## src/rtl/mc_controller_pkg.sv

```systemverilog
// Shared encodings for the multicycle MIPS controller: state codes, opcodes, funct codes
// and datapath select values.
package mc_controller_pkg;

    typedef enum logic [3:0] {
        StFetch   = 4'd0,
        StDecode  = 4'd1,
        StMemAdr  = 4'd2,
        StMemRd   = 4'd3,
        StMemWb   = 4'd4,
        StMemWr   = 4'd5,
        StExecute = 4'd6,
        StAluWb   = 4'd7,
        StBranch  = 4'd8,
        StAddiEx  = 4'd9,
        StAddiWb  = 4'd10,
        StJump    = 4'd11,
        StTrap    = 4'd12
    } state_e;

    localparam logic [5:0] OpLw    = 6'b100011;
    localparam logic [5:0] OpSw    = 6'b101011;
    localparam logic [5:0] OpRtype = 6'b000000;
    localparam logic [5:0] OpBeq   = 6'b000100;
    localparam logic [5:0] OpAddi  = 6'b001000;
    localparam logic [5:0] OpJ     = 6'b000010;

    localparam logic [5:0] FunctAdd = 6'b100000;
    localparam logic [5:0] FunctSub = 6'b100010;
    localparam logic [5:0] FunctAnd = 6'b100100;
    localparam logic [5:0] FunctOr  = 6'b100101;
    localparam logic [5:0] FunctSlt = 6'b101010;

    localparam logic [2:0] AluAdd = 3'b010;
    localparam logic [2:0] AluSub = 3'b110;
    localparam logic [2:0] AluAnd = 3'b000;
    localparam logic [2:0] AluOr  = 3'b001;
    localparam logic [2:0] AluSlt = 3'b111;

    localparam logic [1:0] SrcbRd2   = 2'b00;
    localparam logic [1:0] SrcbFour  = 2'b01;
    localparam logic [1:0] SrcbImm   = 2'b10;
    localparam logic [1:0] SrcbImmSh = 2'b11;

    localparam logic [1:0] PcsrcAlu    = 2'b00;
    localparam logic [1:0] PcsrcAluOut = 2'b01;
    localparam logic [1:0] PcsrcJump   = 2'b10;

endpackage

```

## src/rtl/alu_decoder.sv

```systemverilog
// Combinational R-type funct decoder: ALU operation plus an unknown-funct flag.
module alu_decoder
    import mc_controller_pkg::*;
(
    input  logic [5:0] funct,
    output logic [2:0] alucontrol,
    output logic       unknown
);

    always_comb begin
        alucontrol = AluAdd;
        unknown    = 1'b0;
        case (funct)
            FunctAdd: alucontrol = AluAdd;
            FunctSub: alucontrol = AluSub;
            FunctAnd: alucontrol = AluAnd;
            FunctOr:  alucontrol = AluOr;
            FunctSlt: alucontrol = AluSlt;
            default:  unknown    = 1'b1;
        endcase
    end

endmodule

```

## src/rtl/mc_controller.sv

```systemverilog
// Multicycle MIPS controller (Moore FSM with mem_rdy/zero qualified enables).
// Optional overflow trap state enabled by defining MC_OVFL_TRAP_EN.
module mc_controller
    import mc_controller_pkg::*;
(
    input  logic       clk,
    input  logic       rst,
    input  logic [5:0] op,
    input  logic [5:0] funct,
    input  logic       zero,
    input  logic       overflow,
    input  logic       mem_rdy,
    output logic       iord,
    output logic       irwrite,
    output logic       pcwrite,
    output logic       memwrite,
    output logic       regwrite,
    output logic       regdst,
    output logic       memtoreg,
    output logic       alusrca,
    output logic [1:0] alusrcb,
    output logic [1:0] pcsrc,
    output logic [2:0] alucontrol,
    output logic [3:0] state_o,
    output logic       illegal_op,
    output logic       exc
);

    state_e     state_q, state_d;
    logic [2:0] dec_alu;
    logic       dec_unknown;

    alu_decoder u_alu_decoder (
        .funct      (funct),
        .alucontrol (dec_alu),
        .unknown    (dec_unknown)
    );

`ifndef MC_OVFL_TRAP_EN
    logic unused_overflow;
    assign unused_overflow = overflow;
`endif

    always_ff @(posedge clk or negedge rst) begin
        if (!rst) state_q <= StFetch;
        else      state_q <= state_d;
    end

    assign state_o = state_q;

    always_comb begin
        state_d    = state_q;
        iord       = 1'b0;
        irwrite    = 1'b0;
        pcwrite    = 1'b0;
        memwrite   = 1'b0;
        regwrite   = 1'b0;
        regdst     = 1'b0;
        memtoreg   = 1'b0;
        alusrca    = 1'b0;
        alusrcb    = SrcbRd2;
        pcsrc      = PcsrcAlu;
        alucontrol = AluAdd;
        illegal_op = 1'b0;
        exc        = 1'b0;

        case (state_q)
            StFetch: begin
                alusrcb = SrcbFour;
                irwrite = mem_rdy;
                pcwrite = mem_rdy;
                if (mem_rdy) state_d = StDecode;
            end
            StDecode: begin
                alusrcb = SrcbImmSh;
                case (op)
                    OpLw, OpSw: state_d = StMemAdr;
                    OpRtype:    state_d = StExecute;
                    OpBeq:      state_d = StBranch;
                    OpAddi:     state_d = StAddiEx;
                    OpJ:        state_d = StJump;
                    default: begin
                        state_d    = StFetch;
                        illegal_op = 1'b1;
                    end
                endcase
            end
            StMemAdr: begin
                alusrca = 1'b1;
                alusrcb = SrcbImm;
                state_d = (op == OpSw) ? StMemWr : StMemRd;
            end
            StMemRd: begin
                iord = 1'b1;
                if (mem_rdy) state_d = StMemWb;
            end
            StMemWb: begin
                memtoreg = 1'b1;
                regwrite = 1'b1;
                state_d  = StFetch;
            end
            StMemWr: begin
                iord     = 1'b1;
                memwrite = 1'b1;
                if (mem_rdy) state_d = StFetch;
            end
            StExecute: begin
                alusrca    = 1'b1;
                alucontrol = dec_alu;
                illegal_op = dec_unknown;
                state_d    = StAluWb;
`ifdef MC_OVFL_TRAP_EN
                if (overflow && (funct == FunctAdd || funct == FunctSub)) state_d = StTrap;
`endif
            end
            StAluWb: begin
                // funct is still held in the instruction register, so re-decode it here
                regdst   = !dec_unknown;
                regwrite = !dec_unknown;
                state_d  = StFetch;
            end
            StBranch: begin
                alusrca    = 1'b1;
                alucontrol = AluSub;
                pcsrc      = PcsrcAluOut;
                pcwrite    = zero;
                state_d    = StFetch;
            end
            StAddiEx: begin
                alusrca = 1'b1;
                alusrcb = SrcbImm;
                state_d = StAddiWb;
`ifdef MC_OVFL_TRAP_EN
                if (overflow) state_d = StTrap;
`endif
            end
            StAddiWb: begin
                regwrite = 1'b1;
                state_d  = StFetch;
            end
            StJump: begin
                pcsrc   = PcsrcJump;
                pcwrite = 1'b1;
                state_d = StFetch;
            end
`ifdef MC_OVFL_TRAP_EN
            StTrap: begin
                exc     = 1'b1;
                state_d = StTrap;
            end
`endif
            default: state_d = StFetch;
        endcase

        // Reset masks every output asynchronously, not just the state register
        if (!rst) begin
            state_d    = StFetch;
            iord       = 1'b0;
            irwrite    = 1'b0;
            pcwrite    = 1'b0;
            memwrite   = 1'b0;
            regwrite   = 1'b0;
            regdst     = 1'b0;
            memtoreg   = 1'b0;
            alusrca    = 1'b0;
            alusrcb    = SrcbRd2;
            pcsrc      = PcsrcAlu;
            alucontrol = AluAdd;
            illegal_op = 1'b0;
            exc        = 1'b0;
        end
    end

endmodule

```

## config.mk

```make
export PLATFORM = sky130hd
export DESIGN_NAME = mc_controller
export DESIGN_NICKNAME = d
export VERILOG_FILES = /design/src/rtl/mc_controller_pkg.sv /design/src/rtl/alu_decoder.sv /design/src/rtl/mc_controller.sv
export SDC_FILE = /design/constraint.sdc
export NUM_CORES = 1
export LEC_CHECK = 0
export ABC_AREA = 0
export BUFFER_PORTS_ARGS = -buffer_cell sky130_fd_sc_hd__buf_4
export CELL_PAD_IN_SITES_DETAIL_PLACEMENT = 1
export CELL_PAD_IN_SITES_GLOBAL_PLACEMENT = 1
export CORE_ASPECT_RATIO = 1.2
export CORE_MARGIN = 2
export CORE_UTILIZATION = 30
export CTS_CLUSTER_SIZE = 10
export DETAILED_ROUTE_END_ITERATION = 6
export PLACE_DENSITY_LB_ADDON = 0.2
export SLEW_MARGIN = 5
export SYNTH_ARGS = -nofsm -noshare
export SYNTH_HDL_FRONTEND = slang
export SYNTH_SLANG_ARGS = --single-unit
```

## constraint.sdc

```tcl
create_clock -name clk -period 3.4 [get_ports clk]
set_input_delay 0 -clock clk [delete_from_list [all_inputs] [get_ports clk]]
set_output_delay 0 -clock clk [all_outputs]
set_load 0.05 [all_outputs]
```

Word level (Yosys, flattened, before mapping)
Index checks and enable logic that the tools add are counted.
- $add $sub $neg: 0
- multiply operators: 0
- div/mod/pow operators: 0
- $lt $le $gt $ge: 0
- equal/unequal tests: 24
- shifts and indexed selects: 0
- multiplexer cells: 34
- bitwise gates (word level): 0
- reductions and logical operators: 10
- operators with widths (kind ; count):
    6-bit equality test, second input constant ; 7
    4-bit one-hot mux with 7 select lines ; 1
    4-bit one-hot mux with 5 select lines ; 1
    1-bit 2-to-1 mux ; 17
    4-bit by 3-bit equality test with 1-bit output, second input constant ; 4
    4-bit equality test, second input constant ; 4
    4-bit 2-to-1 mux ; 4
    3-bit one-hot mux with 4 select lines ; 1
    3-bit != test, second input constant ; 3
    4-bit by 2-bit equality test with 1-bit output, second input constant ; 2
    2-bit OR reduction ; 4
    6-bit by 2-bit equality test with 1-bit output, second input constant ; 1
    6-bit by 3-bit equality test with 1-bit output, second input constant ; 1
    6-bit by 4-bit equality test with 1-bit output, second input constant ; 1
    6-bit zero test ; 1
    3-bit 2-to-1 mux ; 2
    2-bit one-hot mux with 3 select lines ; 1
    3-bit one-hot mux with 2 select lines ; 1
    6-bit OR reduction ; 1
    5-bit OR reduction ; 1
    4-bit by 1-bit equality test with 1-bit output, second input constant ; 1
    4-bit zero test ; 1
    2-bit 2-to-1 mux ; 2
    1-bit one-hot mux with 2 select lines ; 2
    other kinds (4) ; 4
- bits in registers: 4
- latch bits: 0
- RAM bits: 0
- memory bits (read-only): 0
- word-level logic and storage cells: 69
- memories kept: 0

Logic depth before layout (Yosys ltp)
Gate-level depths: netlist of run 1.
- depth after elaboration: 5
- depth in mapped cells: 5
- mapped depth without buffers: 5

Cells and area by module
A second synthesis of run 1 with hierarchy kept.
- cell total of the unflattened synthesis: 92
- area total of the unflattened synthesis: 660.6 um^2
- by module, submodules not included (module ; instances ; cells an instance ; area an instance (um^2) ; sequential area each (um^2)):
    mc_controller ; 1 ; 82 ; 576.8 ; 100.1
    alu_decoder ; 1 ; 10 ; 83.8 ; 0.0

Worst setup path after synthesis of run 1
No wires, ideal clock.
- path type: register -> output
- start: register state_q[3] (netlist: state_o[3])
- end: output regwrite
- arrival time: 2.702 ns
- path slack: 0.698 ns
- cell stages (with the launch flop): 5
- cell sequence: dfrtp_1 buf_6 nand3b_1 nor3_1 o21bai_1
- longest elaborated chain between the ends: 4
- ends and longest elaborated chain (item ; RTL line ; text):
    start, declared ; mc_controller.sv:29 ; state_e state_q, state_d;
    start signal, assigned ; mc_controller.sv:45 ; if (!rst) state_q <= StFetch;
    start signal, assigned ; mc_controller.sv:46 ; else state_q <= state_d;
    4-bit by 3-bit equality test with 1-bit output / 4-bit equality test (equally long branches) ; mc_controller.sv:67 ; case (state_q)
    2-bit OR reduction (no line) ; n/a ;
    1-bit one-hot mux with 2 select lines (*) ; mc_controller.sv:67 ;
    1-bit 2-to-1 mux (*) ; mc_controller.sv:156 ; if (!rst) begin
    end, declared ; mc_controller.sv:17 ; output logic regwrite,
Mark *: on every way between the ends. The rest lies on a longest branch, timed or not.

Worst setup path in the final report of run 1
- start: register state_q[3] (netlist: state_o[3])
- end: output illegal_op
- longest elaborated chain between the ends: 3
- ends and longest elaborated chain (item ; RTL line ; text):
    4-bit by 3-bit equality test with 1-bit output / 4-bit by 1-bit equality test with 1-bit output (equally long branches) ; mc_controller.sv:67 ;
    1-bit one-hot mux with 2 select lines (*) ; mc_controller.sv:67 ;
    1-bit 2-to-1 mux (*) ; mc_controller.sv:156 ;
    end, declared ; mc_controller.sv:25 ; output logic illegal_op,
Marks and branches as above.

==> results of run 1 <==
==> power by group <==
part           switching, mW  total (mW)  leakage (nW)  internal (mW)
registers            0.00356      0.0524        0.0550         0.0488
clock network         0.0188      0.0582        0.0138         0.0394
logic                 0.0446      0.0742         0.336         0.0295
total                 0.0670       0.185         0.404          0.118
==> synthesized netlist by cell type, types with 2 or more instances <==
| library cell | count |
|---|---|
| nor2b_1 | 2 |
| a21oi_1 | 3 |
| o32ai_1 | 2 |
| nor3b_1 | 2 |
| nand2_1 | 7 |
| nor2_1 | 13 |
| nand3_1 | 2 |
| nand4_1 | 2 |
| nor3_1 | 6 |
| o21ai_0 | 5 |
| buf_2 | 3 |
| dfrtp_1 | 4 |
| or3_1 | 2 |
| nand2b_1 | 6 |
| inv_1 | 4 |
| nand3b_1 | 2 |
| a32oi_1 | 2 |
==> tightest hold or removal path, cell delays in order <==
cell and delay, ps:
buf_4 120, nand2_1 60, a211oi_2 60
==> routing by layer <==
| layer | part of all wire (%) | GRT usage, % | wire length, um |
|---|---|---|---|
| met1 | 45 | 23.9 | 934 |
| met2 | 50 | 30.1 | 1020 |
| met3 | 4.0 | 2.97 | 82 |
| met4 | 0.68 | 4.76 | 14 |
| met5 | 0 | 0 | 0 |
==> layout make-up <==
class	count	area [um2]	share of cell area, %
multi-input combinational	79	485	52.7
tap	20	25.0	2.72
clock buffer	3	22.5	2.45
timing repair buffer	36	273	29.6
sequential	4	100	10.9
inverter	4	15.0	1.63
==> path summary, 6_finish.rpt <==
kind | depth (start not counted) | endpoint | slack (ps) | start
max in group asynchronous | 2 | state_o[0]$_DFFE_PN0P_ | 3120 | rst
min reg2reg | 2 | state_o[3]$_DFFE_PN0P_ | 840 | state_o[3]$_DFFE_PN0P_
max | 6 | illegal_op | 1450 | state_o[3]$_DFFE_PN0P_
min in group asynchronous | 2 | state_o[1]$_DFFE_PN0P_ | 140 | rst
max reg2reg | 4 | state_o[0]$_DFFE_PN0P_ | 1760 | state_o[1]$_DFFE_PN0P_
min | 3 | state_o[3]$_DFFE_PN0P_ | 60 | op[2]
==> kinds of logic (layout without fill, tap and decap cells) <==
logic type	Yosys count	after routing	share of synthesized area, %
simple gates	53	53	46.2
compound gates	22	22	24.7
buf+inv	10	43	8.41
flops	4	4	15.7
xor+xnor	2	2	2.74
other cells	1	1	0.587
mux	1	1	1.76
==> metrics by stage <==
step	area [um2]	utilization, %	worst slack, ps
floorplan	639	-	698
global placement	888	43.8	1710
detailed placement	888	43.8	1710
CTS	921	45.4	1450
global route	921	45.4	1350
finish	921	45.4	1450
==> results.json, run 1 <==
{
  "status": "finished clean",
  "fin_crit_ps": 1950,
  "power_density_mw_per_mm2": 201,
  "netlist_area_um2": 639,
  "grt_max_degree": 16,
  "async_reset_ff_share_pct": 100,
  "clk_latency_ps": 230,
  "gr-usage-all-layers_pct": 18.1,
  "crit_chain": "nand2b_2, or3_4, inv_1, nand4_1, o32ai_1, buf_4",
  "num_rows": 18,
  "p_leak_nw": 0.404,
  "critical_path_required_ps": 3400,
  "antenna-diode-count": 0,
  "max_cap_viol_count": 0,
  "nets": 145,
  "drive_gt1_share_pct": 37.3,
  "worst-setup-path-type": "reg2out",
  "largest_reg_flops": 4,
  "grt_pass1_wl_um": 3370,
  "placement.io_buffers": 35,
  "crit_family": "simple AND/OR/NAND/NOR gates",
  "endpoint_kind": "output port",
  "cts.sink_count": 4,
  "vias": 816,
  "yosysSeqAreaShare_pct": 15.7,
  "postCtsHoldBufs": 1,
  "ant_nets": 0,
  "grt_pass1_vias": 759,
  "dr.pass1.iters": 3,
  "synth-edff-count": 0,
  "syn_area_per_cell_um2": 6.87,
  "slew_violations": 0,
  "dieArea_mm2": 0.00252,
  "synth_warnings": 0,
  "layout_commonest_cell": "buf_4",
  "fin_skew_ps": 1.41,
  "cts_tree": "built",
  "yosysTopAreaCell": "dfrtp_1",
  "n_fill_cell": 272,
  "netlist_top_cells_area": "dfrtp_1, nor2_1, nand2b_1",
  "die_h_um": 54.6,
  "place_inst": 142,
  "htree_num_levels": 1,
  "ioPinCount": 38,
  "holdWs_ps": 55.7,
  "synthFlopType": "dfrtp_1",
  "dp_hpwl_um": 1630,
  "die_w_um": 46.1,
  "max_stage_delay_ps": 490,
  "avgRoutedWirePerCell_um": 14.1,
  "max_freq_mhz": 514,
  "yosys.area.top_type_share_pct": 15.7,
  "root_buffer": "clkbuf_4",
  "gp_congestion": 0.807,
  "post_cts_resized": 0,
  "hold_class": "in2reg",
  "viasPerCell": 5.59,
  "worst_path_max_delay_cell": "dfrtp_1",
  "cts_buffers": 3,
  "finalPower_mw": 0.185,
  "clk_pin_slew_ps": 40,
  "cp_max_fo": 12,
  "ys_seq_elements": 4,
  "design.core.area_mm2": 0.00203,
  "syn_inst": 93,
  "synthDistinctLibCells": 43,
  "overflow": 0,
  "finalCritPeriodShare_pct": 57.2,
  "startpoint_type": "flip-flop",
  "final_cell_mix": "buf_4, nor2_1, nand2_1, nor3_1, nand2b_1",
  "routed_wl_um": 2050,
  "clockBufferDepth": 2,
  "finalSetupTns_ps": 0,
  "ir_drop_mv": 0.201,
  "hold_viol_final": 0,
  "start_util_pct": 31.5,
  "cp_data_arrival_time_ps": 1950,
  "syn_to_final_growth_pct": 44.0,
  "finalSetupViolations": 0,
  "first_iter_violations": 6,
  "syn_nets": 110,
  "antenna_found_initial": 0,
  "rsz0062_at_grt": "false",
  "cts_setup_buffers": 0,
  "drc": 0,
  "instances_no_fill": 146,
  "crit_buf_inv": 2
}
(Power assumes the default switching activity.)
==> run 2, diff against run 1 <==
Settings changed: CORE_UTILIZATION 30 to 28.
Clock period 3.4 ns to 1.8 ns, I/O delays scaled along.
==> run 2 against run 1 <==
Compared with the run above:
- cell area is 16% higher
- sequential share of layout area shrank 1.3 points
- register-to-register slack lost 1400 ps
- core utilization rose by 5.0 points
- clock skew increased by 1.2 ps
- clock-buffer cell count did not move
- die area grew 6.6%
- largest power group unchanged
==> results.json, run 2 (synthesis results as in run 1) <==
{
  "grt_max_degree": 12,
  "htree_num_levels": 1,
  "r2r_start": "state_o[0]$_DFFE_PN0P_",
  "max_stage_delay_ps": 430,
  "antenna-diode-count": 0,
  "endpoint_kind": "output port",
  "critical_path_required_ps": 1800,
  "final_cell_mix": "buf_4, nor2_1, nand2_1, nand2b_1, o21ai_0",
  "start_util_pct": 30.2,
  "syn_to_final_growth_pct": 66.9,
  "cts_buffers": 3,
  "clockBufferDepth": 2,
  "design.core.area_mm2": 0.00212,
  "setup_ws_ps": 41.1,
  "drc": 0,
  "fin_skew_ps": 2.65,
  "finalInstanceArea_mm2": 0.00107,
  "gp_congestion": 0.840,
  "largest_reg_flops": 4,
  "finalCritPeriodShare_pct": 97.7,
  "cts.sink_count": 4,
  "instances_no_fill": 164,
  "rsz0062_at_grt": "true",
  "hold_viol_final": 0,
  "clk_latency_ps": 230,
  "antenna_found_initial": 0,
  "first_iter_violations": 10,
  "n_fill_cell": 298,
  "critPathLaunch": "state_o[3]$_DFFE_PN0P_",
  "finalPower_mw": 0.363,
  "drive_gt1_share_pct": 50.0,
  "layout_commonest_cell": "buf_4",
  "place_inst": 159,
  "startpoint_type": "flip-flop",
  "placement.io_buffers": 35,
  "cp_data_arrival_time_ps": 1760,
  "worst_path_max_delay_cell": "dfrtp_2",
  "ant_nets": 0,
  "vias": 845,
  "num_rows": 18,
  "power_density_mw_per_mm2": 340,
  "overflow": 0,
  "avgRoutedWirePerCell_um": 13.8,
  "min-delay-start": "op[2]",
  "dr.pass1.iters": 4,
  "gr-usage-all-layers_pct": 18.3,
  "grt_pass1_wl_um": 3730,
  "nets": 153,
  "max_cap_viol_count": 0,
  "routed_wl_um": 2260,
  "root_buffer": "clkbuf_4",
  "finalSetupViolations": 0,
  "cts_tree": "built",
  "placed_area_mm2": 0.00102,
  "dp_hpwl_um": 1830,
  "worst-setup-path-type": "reg2out",
  "die_h_um": 56.3,
  "slew_violations": 0,
  "die_w_um": 47.6,
  "status": "finished clean",
  "hold_class": "in2reg",
  "grt_pass1_vias": 826,
  "dieArea_mm2": 0.00268,
  "clk_pin_slew_ps": 40,
  "fin_crit_ps": 1760,
  "ir_drop_mv": 0.323,
  "crit_chain": "nand2b_4, or3_4, clkinvlp_4, nand4_1, o32ai_4, buf_6",
  "cp_max_fo": 7,
  "max_freq_mhz": 569,
  "viasPerCell": 5.15,
  "p_leak_nw": 0.445,
  "ioPinCount": 38,
  "pre_cts_slack_ps": 245
}
[run 2: changes by cell type in the layout (fill, tap and decap cells not counted), sizes merged]
cell,delta
inv,-1
buf,+8
clkinvlp,+1
[run 2: final timing paths]
check,to,depth (start not counted),slack (ps)
max,illegal_op,6,40
min in group asynchronous,state_o[0]$_DFFE_PN0P_,2,140
max reg2reg,state_o[1]$_DFFE_PN0P_,4,380
min reg2reg,state_o[0]$_DFFE_PN0P_,2,710
max in group asynchronous,state_o[1]$_DFFE_PN0P_,2,1490
min,state_o[3]$_DFFE_PN0P_,3,60
[run 2: report_power, final]
group	switching, mW	total, mW	internal (mW)
sequential	0.00452	0.0968	0.0923
clock	0.0335	0.108	0.0744
combinational	0.0935	0.158	0.0646
total	0.132	0.363	0.231
[run 2: critical path, delay by kind of cell (launching register included)]
kind            cells  cell delay, ps
compound gates      1             130
buf+inv             2             270
flops               1             430
simple gates        3             680
[run 2: cell type report]
type | instances | area [um2] | area share, %
inverters | 4 | 18.8 | 1.76
clock buffers | 3 | 22.5 | 2.11
flip-flops and latches | 4 | 103 | 9.61
multi-input cells | 79 | 549 | 51.5
well taps | 30 | 37.5 | 3.52
repair buffers | 44 | 337 | 31.5
[run 2: what timing repair did]
item	CTS	global route
setup buffers	0	1
hold buffers	1	0
hold endpoints to repair	4	0
gates resized for setup	1	2
setup endpoints to repair	1	4
[run 2: stage by stage]
stage / setup TNS (ps) / util, % / hold WS (ps)
floorplan: -561 / - / -296
global placement: 0 / 48.2 / -163
detailed placement: 0 / 48.2 / -162
CTS: 0 / 49.9 / 58.1
global route: -58.8 / 50.4 / 56.2
finish: 0 / 50.4 / 62.9
[run 2: metal layers]
metal  wire, um  part of all wire (%)  vias to the layer above  GRT usage [%]
li1           -                     -                      422              -
met1        961                    43                      404           23.3
met2       1220                    54                       19           30.9
met3         73                   3.2                        0           1.93
met4          0                     0                        0           5.79
met5          0                     0                        -              0
==> run 3, diff against run 2 <==
Settings changed: ABC_AREA 0 to 1, CORE_UTILIZATION 28 to 27, RECOVER_POWER from default to 25.
==> run 3 against run 2 <==
Compared with the run above:
- register-to-register slack improved by 90 ps
- cell area decreased by 4.6%
- via count is 12% higher
- global-route usage decreased by 2.8 points
- non-clock buffer count fell by 8
- clock power is essentially flat
- maximum frequency rose by 8.6%
- hold slack improved by 65 ps
- combinational power grew 13%
- sequential power up 2.9%
- synthesized cell count increased by 38%
- sequential cell count unchanged
- largest power group unchanged
==> results.json, run 3 <==
{
  "status": "finished clean",
  "ir_drop_mv": 0.341,
  "first_iter_violations": 5,
  "clk_latency_ps": 230,
  "slew_violations": 0,
  "synth-edff-count": 0,
  "postCtsHoldBufs": 1,
  "max_cap_viol_count": 0,
  "swShare_pct": 40.8,
  "layout_commonest_cell": "buf_4",
  "worst-setup-path-type": "in2out",
  "die_w_um": 50.4,
  "largest_reg_flops": 4,
  "yosys.area.top_type_share_pct": 15.6,
  "cp_data_arrival_time_ps": 1620,
  "critical_path_required_ps": 1800,
  "cts_buffers": 3,
  "cp_common_cell": "buf_4",
  "ys_top_cells_by_count": "nand2_1, nor2_1, inv_1, nand3_1, a21oi_1",
  "cp_max_fo": 15,
  "slew_headroom_pct": 60.4,
  "htree_num_levels": 1,
  "syn_area_per_cell_um2": 5.44,
  "overflow": 0,
  "syn_nets": 145,
  "cts_tree": "built",
  "p_clk_share_pct": 27.9,
  "yosysTopAreaCell": "nand2_1",
  "viasPerCell": 4.79,
  "ys_seq_elements": 4,
  "dieArea_mm2": 0.00301,
  "hold_class": "in2reg",
  "synthFlopType": "dfrtp_1",
  "crit_chain": "dlygate4sd3_1, buf_4, clkinv_1, nor2_2, a211o_1, buf_4",
  "design.core.area_mm2": 0.00250,
  "max_freq_mhz": 617,
  "combPwrFrac_pct": 46.2,
  "rrSetupSlack_ps": 470,
  "clk_pin_slew_ps": 30,
  "cts_setup_buffers": 0,
  "rsz0062_at_grt": "false",
  "synth_warnings": 0,
  "netlist_area_um2": 697,
  "grt_pass1_vias": 923,
  "place_inst": 194,
  "grt_pass1_wl_um": 3700,
  "gp_congestion": 0.819,
  "gr-usage-all-layers_pct": 15.6,
  "clockBufferDepth": 2,
  "max_stage_delay_ps": 530,
  "ioPinCount": 38,
  "fin_crit_ps": 1620,
  "start_util_pct": 27.8,
  "instances_no_fill": 198,
  "syn_to_final_growth_pct": 46.1,
  "startpoint_type": "input pin",
  "antenna_found_initial": 0,
  "intPower_mw": 0.228,
  "power.switching_mw": 0.157,
  "synthDistinctLibCells": 26,
  "hold_viol_final": 0,
  "power_density_mw_per_mm2": 378,
  "fin_skew_ps": 2.72,
  "root_buffer": "clkbuf_4",
  "p_leak_nw": 0.574,
  "antenna-diode-count": 0,
  "tightest_slew_ps": 597,
  "final_cell_mix": "buf_4, nand2_1, nor2_1, inv_1, nand3_1",
  "finalSetupViolations": 0,
  "holdWs_ps": 128,
  "crit_buf_inv": 4,
  "endpoint_kind": "output port",
  "num_rows": 20,
  "cts.sink_count": 4,
  "finalSetupTns_ps": 0,
  "ant_nets": 0,
  "pwr-share-seq_pct": 25.9,
  "nets": 184,
  "vias": 948,
  "routed_wl_um": 2200,
  "placement.io_buffers": 35,
  "drc": 0,
  "syn_inst": 128,
  "drive_gt1_share_pct": 35.2,
  "worst_path_max_delay_cell": "dlygate4sd3_1",
  "netlist_top_cells_area": "nand2_1, dfrtp_1, nand3_1",
  "post_cts_resized": 0,
  "die_h_um": 59.7,
  "dp_hpwl_um": 1910,
  "async_reset_ff_share_pct": 100,
  "crit_family": "buffers and inverters",
  "grt_max_degree": 16,
  "avgRoutedWirePerCell_um": 11.1,
  "yosysMostFrequentCell": "nand2_1",
  "yosysSeqAreaShare_pct": 14.4,
  "dr.pass1.iters": 4,
  "finalCritPeriodShare_pct": 90.0
}
==> run 3: cell count changes in the layout (fill, tap and decap cells not counted), sizes merged, moves of 3 or more <==
cell and change:
nand2b -7, inv +18, a21oi +4, nor3 -5, or3 -3, nor2 +12
clkbuf +3, nand3 +16, nand2 +27, buf -11, o21ai -3
==> run 3: worst register-to-register path, stage by stage, from the launching register on <==
cell and delay [ps]:
dfrtp_1 480, nor2_2 270, nand2_1 160, nand3_2 90, nand3_2 60, nand3_1 100, nand2_1 50
==> run 3: worst paths after layout <==
kind                                          endpoint              startpoint  cells after the start
worst max-delay path                           pcwrite                     rst                      6
worst min-delay path            state_o[2]$_DFFE_PN0P_                 mem_rdy                      4
worst max register to register  state_o[0]$_DFFE_PN0P_  state_o[1]$_DFFE_PN0P_                      6
worst min register to register  state_o[2]$_DFFE_PN0P_  state_o[3]$_DFFE_PN0P_                      3
max in group asynchronous       state_o[2]$_DFFE_PN0P_                     rst                      2
min in group asynchronous       state_o[1]$_DFFE_PN0P_                     rst                      2
==> run 3: kinds of logic after synthesis <==
group / Yosys count / share of synthesized area (%)
other: 1 / 0.538
AO/OA/AOI/OAI: 13 / 11.0
buffers and inverters: 24 / 14.5
flip-flops: 4 / 14.4
AND/OR/NAND/NOR: 86 / 59.6
==> run 3: final cells by class <==
cell class / instances / area, um2
inverter: 22 / 82.6
timing repair buffer: 36 / 262
sequential: 4 / 100
tap: 33 / 41.3
fill: 352 / 1480
clock buffer: 3 / 22.5
multi-input combinational: 100 / 510
==> run 3: routing by layer <==
metal | wire [um] | track usage, % | part of all wire (%)
met4 | 0 | 3.47 | 0
met2 | 1220 | 31.2 | 56
met5 | 0 | 0 | 0
met1 | 903 | 17.0 | 41
met3 | 71 | 2.25 | 3.2
==> run 3: power groups by stage <==
| stage | Clock (mW) | Sequential (mW) | Combinational, mW |
|---|---|---|---|
| 6_report | 0.108 | 0.0996 | 0.178 |
| 5_1_grt | 0.120 | 0.100 | 0.194 |
| 4_1_cts | 0.113 | 0.0999 | 0.183 |
| 3_5_place_dp | 0 | 0.101 | 0.181 |
| 3_3_place_gp | 0 | 0.101 | 0.176 |
| 2_1_floorplan | 0 | 0.111 | 0.107 |
==> run 3: metrics by stage <==
step,instance area [um2],utilization (%),setup WS (ps),power (mW)
after detailed placement,997,39.9,440,0.282
after global placement,997,39.9,472,0.277
after floorplan,712,-,-156,0.217
after global routing,1020,40.7,77.9,0.414
after CTS,1030,41.2,172,0.395
final,1020,40.7,180,0.385
